==> config.mk <==
export PLATFORM = sky130hd
export DESIGN_NAME = video_timing
export DESIGN_NICKNAME = d
export VERILOG_FILES = /design/src/rtl/video_timing.sv
export SDC_FILE = /design/constraint.sdc
export NUM_CORES = 1
export LEC_CHECK = 0
export CORE_UTILIZATION = 40
export CTS_CLUSTER_DIAMETER = 80
export DETAILED_ROUTE_END_ITERATION = 8
export PLACE_DENSITY = 0.68
export SLEW_MARGIN = 10
export SYNTH_ARGS = -nofsm -noshare
export SYNTH_HDL_FRONTEND = slang
export SYNTH_SLANG_ARGS = --single-unit
==> constraint.sdc <==
create_clock -name clk -period 2 [get_ports clk]
set_input_delay 0.3 -clock clk [delete_from_list [all_inputs] [get_ports clk]]
set_output_delay 0.3 -clock clk [all_outputs]
set_load 0.01 [all_outputs]
==> src/rtl/video_timing.sv <==
// Raster timing master: issues hdata/vdata to the layer stack and drives VGA pins with latency-matched sync/blank.
// Optional colour-bar generator is built only when VT_TEST_PATTERN_EN is defined.
module video_timing #(
  parameter int DEPTH   = 4,
  parameter int HWIDTH  = 12,
  parameter int VWIDTH  = 12,
  parameter int HSIZE   = 640,
  parameter int HFP     = 16,
  parameter int HSYNC   = 96,
  parameter int HBP     = 48,
  parameter int VSIZE   = 480,
  parameter int VFP     = 10,
  parameter int VSYNC   = 2,
  parameter int VBP     = 33,
  parameter int LATENCY = 1,
  parameter logic [3*DEPTH-1:0] BG = 12'h000
) (
  input  logic              clk,
  input  logic              rst_n,
  input  logic              tick,
  output logic [HWIDTH-1:0] hdata,
  output logic [VWIDTH-1:0] vdata,
  input  logic [DEPTH-1:0]  R_in,
  input  logic [DEPTH-1:0]  G_in,
  input  logic [DEPTH-1:0]  B_in,
  input  logic              A_in,
  input  logic              test_mode,
  output logic [DEPTH-1:0]  vga_r,
  output logic [DEPTH-1:0]  vga_g,
  output logic [DEPTH-1:0]  vga_b,
  output logic              vga_hs,
  output logic              vga_vs,
  output logic              frame_start
);

  localparam int HTOTAL = HSIZE + HFP + HSYNC + HBP;
  localparam int VTOTAL = VSIZE + VFP + VSYNC + VBP;
  localparam logic [HWIDTH-1:0] H_LAST = HWIDTH'(HTOTAL - 1);
  localparam logic [VWIDTH-1:0] V_LAST = VWIDTH'(VTOTAL - 1);
  localparam logic [HWIDTH-1:0] H_SIZE = HWIDTH'(HSIZE);
  localparam logic [VWIDTH-1:0] V_SIZE = VWIDTH'(VSIZE);
  localparam logic [HWIDTH-1:0] H_SS   = HWIDTH'(HSIZE + HFP);
  localparam logic [HWIDTH-1:0] H_SE   = HWIDTH'(HSIZE + HFP + HSYNC - 1);
  localparam logic [VWIDTH-1:0] V_SS   = VWIDTH'(VSIZE + VFP);
  localparam logic [VWIDTH-1:0] V_SE   = VWIDTH'(VSIZE + VFP + VSYNC - 1);

  logic [HWIDTH-1:0]  hcount_q, hcount_d;
  logic [VWIDTH-1:0]  vcount_q, vcount_d;
  logic               frame_start_q, frame_start_d;
  logic [3*DEPTH-1:0] rgb_q, rgb_d;
  logic               vga_hs_q, vga_hs_d, vga_vs_q, vga_vs_d;
  logic               active_raw, hs_raw_n, vs_raw_n;
  logic               active_dly, hs_dly_n, vs_dly_n;
`ifdef VT_TEST_PATTERN_EN
  logic [HWIDTH-1:0]  hcount_dly;
  logic [2:0]         bar_idx;
  logic [3*DEPTH-1:0] bar_rgb;
`else
  logic               unused_test_mode;
  assign unused_test_mode = test_mode;
`endif

  always_comb begin
    hcount_d      = hcount_q;
    vcount_d      = vcount_q;
    frame_start_d = 1'b0;
    if (tick) begin
      if (hcount_q == H_LAST) begin
        hcount_d = '0;
        if (vcount_q == V_LAST) begin
          vcount_d      = '0;
          frame_start_d = 1'b1;
        end else begin
          vcount_d = vcount_q + 1'b1;
        end
      end else begin
        hcount_d = hcount_q + 1'b1;
      end
    end
  end

  assign active_raw = (hcount_q < H_SIZE) && (vcount_q < V_SIZE);
  assign hs_raw_n   = !((hcount_q >= H_SS) && (hcount_q <= H_SE));
  assign vs_raw_n   = !((vcount_q >= V_SS) && (vcount_q <= V_SE));

  // Sync/blank (and bar coordinate) follow the layer-stack read latency.
  if (LATENCY == 0) begin : g_direct
    assign active_dly = active_raw;
    assign hs_dly_n   = hs_raw_n;
    assign vs_dly_n   = vs_raw_n;
`ifdef VT_TEST_PATTERN_EN
    assign hcount_dly = hcount_q;
`endif
  end else begin : g_pipe
    logic [LATENCY-1:0] active_sr_q, active_sr_d;
    logic [LATENCY-1:0] hs_sr_q, hs_sr_d;
    logic [LATENCY-1:0] vs_sr_q, vs_sr_d;
`ifdef VT_TEST_PATTERN_EN
    logic [HWIDTH-1:0] hcount_sr_q [LATENCY];
    logic [HWIDTH-1:0] hcount_sr_d [LATENCY];
`endif

    always_comb begin
      active_sr_d = active_sr_q;
      hs_sr_d     = hs_sr_q;
      vs_sr_d     = vs_sr_q;
`ifdef VT_TEST_PATTERN_EN
      hcount_sr_d = hcount_sr_q;
`endif
      if (tick) begin
        active_sr_d[0] = active_raw;
        hs_sr_d[0]     = hs_raw_n;
        vs_sr_d[0]     = vs_raw_n;
`ifdef VT_TEST_PATTERN_EN
        hcount_sr_d[0] = hcount_q;
`endif
        for (int i = 1; i < LATENCY; i++) begin
          active_sr_d[i] = active_sr_q[i-1];
          hs_sr_d[i]     = hs_sr_q[i-1];
          vs_sr_d[i]     = vs_sr_q[i-1];
`ifdef VT_TEST_PATTERN_EN
          hcount_sr_d[i] = hcount_sr_q[i-1];
`endif
        end
      end
    end

    always_ff @(posedge clk or negedge rst_n) begin
      if (!rst_n) begin
        active_sr_q <= '0;
        hs_sr_q     <= '1;
        vs_sr_q     <= '1;
`ifdef VT_TEST_PATTERN_EN
        for (int i = 0; i < LATENCY; i++) hcount_sr_q[i] <= '0;
`endif
      end else begin
        active_sr_q <= active_sr_d;
        hs_sr_q     <= hs_sr_d;
        vs_sr_q     <= vs_sr_d;
`ifdef VT_TEST_PATTERN_EN
        hcount_sr_q <= hcount_sr_d;
`endif
      end
    end

    assign active_dly = active_sr_q[LATENCY-1];
    assign hs_dly_n   = hs_sr_q[LATENCY-1];
    assign vs_dly_n   = vs_sr_q[LATENCY-1];
`ifdef VT_TEST_PATTERN_EN
    assign hcount_dly = hcount_sr_q[LATENCY-1];
`endif
  end

`ifdef VT_TEST_PATTERN_EN
  // Eight equal-width bars across the visible line; index bits map straight to R/G/B.
  always_comb begin
    bar_idx = '0;
    for (int k = 1; k < 8; k++) begin
      if (hcount_dly >= HWIDTH'(k * (HSIZE / 8))) bar_idx = 3'(k);
    end
    bar_rgb = {{DEPTH{bar_idx[2]}}, {DEPTH{bar_idx[1]}}, {DEPTH{bar_idx[0]}}};
  end
`endif

  always_comb begin
    rgb_d    = rgb_q;
    vga_hs_d = vga_hs_q;
    vga_vs_d = vga_vs_q;
    if (tick) begin
      vga_hs_d = hs_dly_n;
      vga_vs_d = vs_dly_n;
      if (!active_dly) rgb_d = '0;
`ifdef VT_TEST_PATTERN_EN
      else if (test_mode) rgb_d = bar_rgb;
`endif
      else if (A_in) rgb_d = {R_in, G_in, B_in};
      else rgb_d = BG;
    end
  end

  always_ff @(posedge clk or negedge rst_n) begin
    if (!rst_n) begin
      hcount_q      <= '0;
      vcount_q      <= '0;
      frame_start_q <= 1'b0;
      rgb_q         <= '0;
      vga_hs_q      <= 1'b1;
      vga_vs_q      <= 1'b1;
    end else begin
      hcount_q      <= hcount_d;
      vcount_q      <= vcount_d;
      frame_start_q <= frame_start_d;
      rgb_q         <= rgb_d;
      vga_hs_q      <= vga_hs_d;
      vga_vs_q      <= vga_vs_d;
    end
  end

  assign hdata       = hcount_q;
  assign vdata       = vcount_q;
  assign vga_r       = rgb_q[3*DEPTH-1 -: DEPTH];
  assign vga_g       = rgb_q[2*DEPTH-1 -: DEPTH];
  assign vga_b       = rgb_q[DEPTH-1:0];
  assign vga_hs      = vga_hs_q;
  assign vga_vs      = vga_vs_q;
  assign frame_start = frame_start_q;

endmodule
==> load_flow_metrics.sql <==
INSERT INTO impl_metrics (metric_group, metric, value, unit) VALUES
('run_status', 'run_status', 'finished, final reports clean', ''),
('setup_path', 'critical_path_slowest_stage_cell', 'sky130_fd_sc_hd__clkdlybuf4s50_1', ''),
('timing', 'final.setup.tns', '0', 'ns'),
('timing', 'report.final.slew_viol_count', '0', ''),
('power_and_ir_drop', 'p_leak', '0.001175', 'µW'),
('yosys', 'synth_seq_area_share', '50.66', '%'),
('yosys', 'synthFlopType', 'sky130_fd_sc_hd__dfrtp_1', ''),
('yosys', 'synth_cell_types', '41', ''),
('detailed_routing', 'drt-initial-drc-count', '76', ''),
('detailed_routing', 'ant_nets', '0', ''),
('setup_path', 'data_required_time_at_the_worst_endpoint', '1.70', 'ns'),
('clocking', 'cts_tree', 'yes', ''),
('detailed_routing', 'wl_per_cell', '14.33', 'µm'),
('grt', 'grt_first_pass_wirelength', '7.769', 'mm'),
('die', 'floorplan.initialDensity', '42.72', '%'),
('grt', 'globalRouteTotalUtil', '18.74', '%'),
('clocking', 'cts_resized', '0', ''),
('timing', 'tightestPinTransition', '0.5303', 'ns'),
('setup_path', 'worst_path_dominant_cell_family', 'buffers and inverters', ''),
('yosys', 'synth_top_cell_area_share', '45.62', '%'),
('power_and_ir_drop', 'seq_power_share', '47.7', '%'),
('clocking', 'cts_buffers', '5', ''),
('timing', 'fin_skew', '0.009455', 'ns'),
('grt', 'number_of_global_route_vias_before_repair', '1602', ''),
('die', 'die-area', '5504', 'µm²'),
('die', 'fp.dieH', '74.19', 'µm'),
('yosys', 'syn-cell-area', '2084', 'µm²'),
('power_and_ir_drop', 'vdd_ir_drop_max', '0.3604', 'mV'),
('setup_path', 'critical_path.n_buffers_inverters', '1', ''),
('timing', 'timing.fmax', '570.6', 'MHz'),
('timing', 'layout_setup_ws', '0.2475', 'ns'),
('detailed_routing', 'drt_wl_total', '4.830', 'mm'),
('power_and_ir_drop', 'cell_internal_pwr', '1555', 'µW'),
('timing', 'final.period_utilization', '87.63', '%'),
('grt', 'antenna_found_initial', '0', ''),
('setup_path', 'r2r_setup_slack', '0.25', 'ns'),
('detailed_routing', 'detailedRoute.firstPassIterationCount', '4', ''),
('timing', 'finalWorstPathRequiredPeriod', '1.753', 'ns'),
('grt', 'grt_max_degree', '43', ''),
('clocking', 'cts-htree-levels', '2', ''),
('timing', 'hold_viol', '0', ''),
('setup_path', 'timing.critical_path.cells', 'clkdlybuf4s50_1', ''),
('placement', 'placedInstanceArea', '2716', 'µm²'),
('die', 'chipWidth', '74.19', 'µm'),
('yosys', 'postSynthAreaPerCell', '9.974', 'µm²'),
('flow_run', 'drv_cap', '0', ''),
('clocking', 'cts.hold.buffers_added', '0', ''),
('timing', 'total_setup_violations_reported_at_the_end_of_the_flow', '0', ''),
('detailed_routing', 'vias_per_cell', '5.246', ''),
('detailed_routing', 'route.detailed.drc', '0', ''),
('yosys', 'yosysMostFrequentCell', 'sky130_fd_sc_hd__dfrtp_1', ''),
('worst_hold_path', 'kind_of_path_behind_the_tightest_hold_check', 'input port to async pin', ''),
('clocking', 'worstSkewPairLatency', '0.30', 'ns'),
('grt', 'grt_overflow', '0', ''),
('power_and_ir_drop', 'clkPwrFrac', '33.2', '%'),
('final_layout', 'num-nets-final', '290', ''),
('setup_path', 'cp-end-kind', 'output port', ''),
('yosys', 'total_of_warnings_raised_by_yosys', '0', ''),
('setup_path', 'worst_path_largest_cell_delay', '0.61', 'ns'),
('detailed_routing', 'vias', '1768', ''),
('clocking', 'cts_num_sinks', '42', ''),
('placement', 'port-buffer-count', '54', ''),
('die', 'placeableCoreArea', '4880', 'µm²'),
('setup_path', 'startpoint_type', 'flip-flop', ''),
('die', 'boundaryPins', '56', ''),
('yosys', 'synth_top_area_cell', 'sky130_fd_sc_hd__dfrtp_1', ''),
('yosys', 'synth_enable_flop_cells', '0', ''),
('final_layout', 'layout.filler_cells', '434', ''),
('setup_path', 'arrival', '1.45', 'ns'),
('final_layout', 'area_growth_syn_to_layout', '35.89', '%'),
('final_layout', 'fin_area', '2833', 'µm²');
layout make-up:
| type | instances | area [µm²] | share of cell area [%] |
|---|---|---|---|
| Timing Repair Buffer | 62 | 595.6 | 21.02 |
| Tap cell | 67 | 83.83 | 2.959 |
| Sequential cell | 42 | 1056 | 37.28 |
| Multi-Input combinational cell | 139 | 909.6 | 32.11 |
| Inverter | 19 | 71.32 | 2.518 |
| Clock buffer | 7 | 86.33 | 3.048 |
| Clock inverter | 1 | 30.03 | 1.060 |
metrics by stage:
stage | hold slack (ns) | std cells | total power [µW]
CTS | 0.08306 | 337 | 2143
floorplan | 0.004409 | 209 | 1216
global placement | 0.4053 | 329 | 1433
finish | 0.05091 | 337 | 2127
global route | 0.1159 | 337 | 2214
detailed placement | 0.4034 | 329 | 1437
cell families after synthesis:
family	share of synthesized area, %
AOI/OAI and AO/OA	9.784
adders and majority gates	2.401
muxes	3.001
buffers and inverters	5.702
and+or+nand+nor	23.83
xor gates and xnor gates	4.622
DFF	50.66
cells in the final DEF (no fill, tap or decap), types with 5 or more instances in the layout:
| cell | n |
|---|---|
| sky130_fd_sc_hd__nor2_1 | 6 |
| sky130_fd_sc_hd__xnor2_1 | 6 |
| sky130_fd_sc_hd__nand3_1 | 11 |
| sky130_fd_sc_hd__dfrtp_1 | 38 |
| sky130_fd_sc_hd__nand4_1 | 5 |
| sky130_fd_sc_hd__a21oi_1 | 6 |
| sky130_fd_sc_hd__clkbuf_8 | 6 |
| sky130_fd_sc_hd__inv_1 | 19 |
| sky130_fd_sc_hd__nand2_1 | 25 |
| sky130_fd_sc_hd__nor3_1 | 6 |
| sky130_fd_sc_hd__o21ai_0 | 21 |
| sky130_fd_sc_hd__clkdlybuf4s50_1 | 53 |
| sky130_fd_sc_hd__xor2_1 | 5 |
| sky130_fd_sc_hd__buf_4 | 8 |
power groups by stage:
stage | Combinational [µW] | Clock, µW | Sequential (µW)
final | 404 | 707 | 1020
after global placement | 401 | 0 | 1030
after global routing | 446 | 742 | 1030
after floorplan | 185 | 0 | 1030
after CTS | 410 | 717 | 1020
after detailed placement | 407 | 0 | 1030
routing by layer:
| layer | GRT usage [%] | vias to the layer above | routed length (µm) |
|---|---|---|---|
| li1 | - | 847 | - |
| met1 | 25.78 | 850 | 2281 |
| met2 | 28.79 | 65 | 2157 |
| met3 | 5.149 | 6 | 328 |
| met4 | 5.769 | 0 | 62 |
| met5 | 0 | - | 0 |
path summary, 6_finish.rpt:
path                           startpoint              to  depth (start not counted)
setup / recovery                 hdata[7]        hdata[7]                          1
hold / removal                      rst_n        rgb_q[8]                          2
setup reg to reg                 vdata[1]       vdata[11]                          7
hold reg to reg            g_pipe.vs_sr_q  g_pipe.vs_sr_q                          2
max in group asynchronous           rst_n          vga_vs                          2
min in group clk           g_pipe.vs_sr_q  g_pipe.vs_sr_q                          2
No activity file was read; power rests on OpenSTA's default activity.
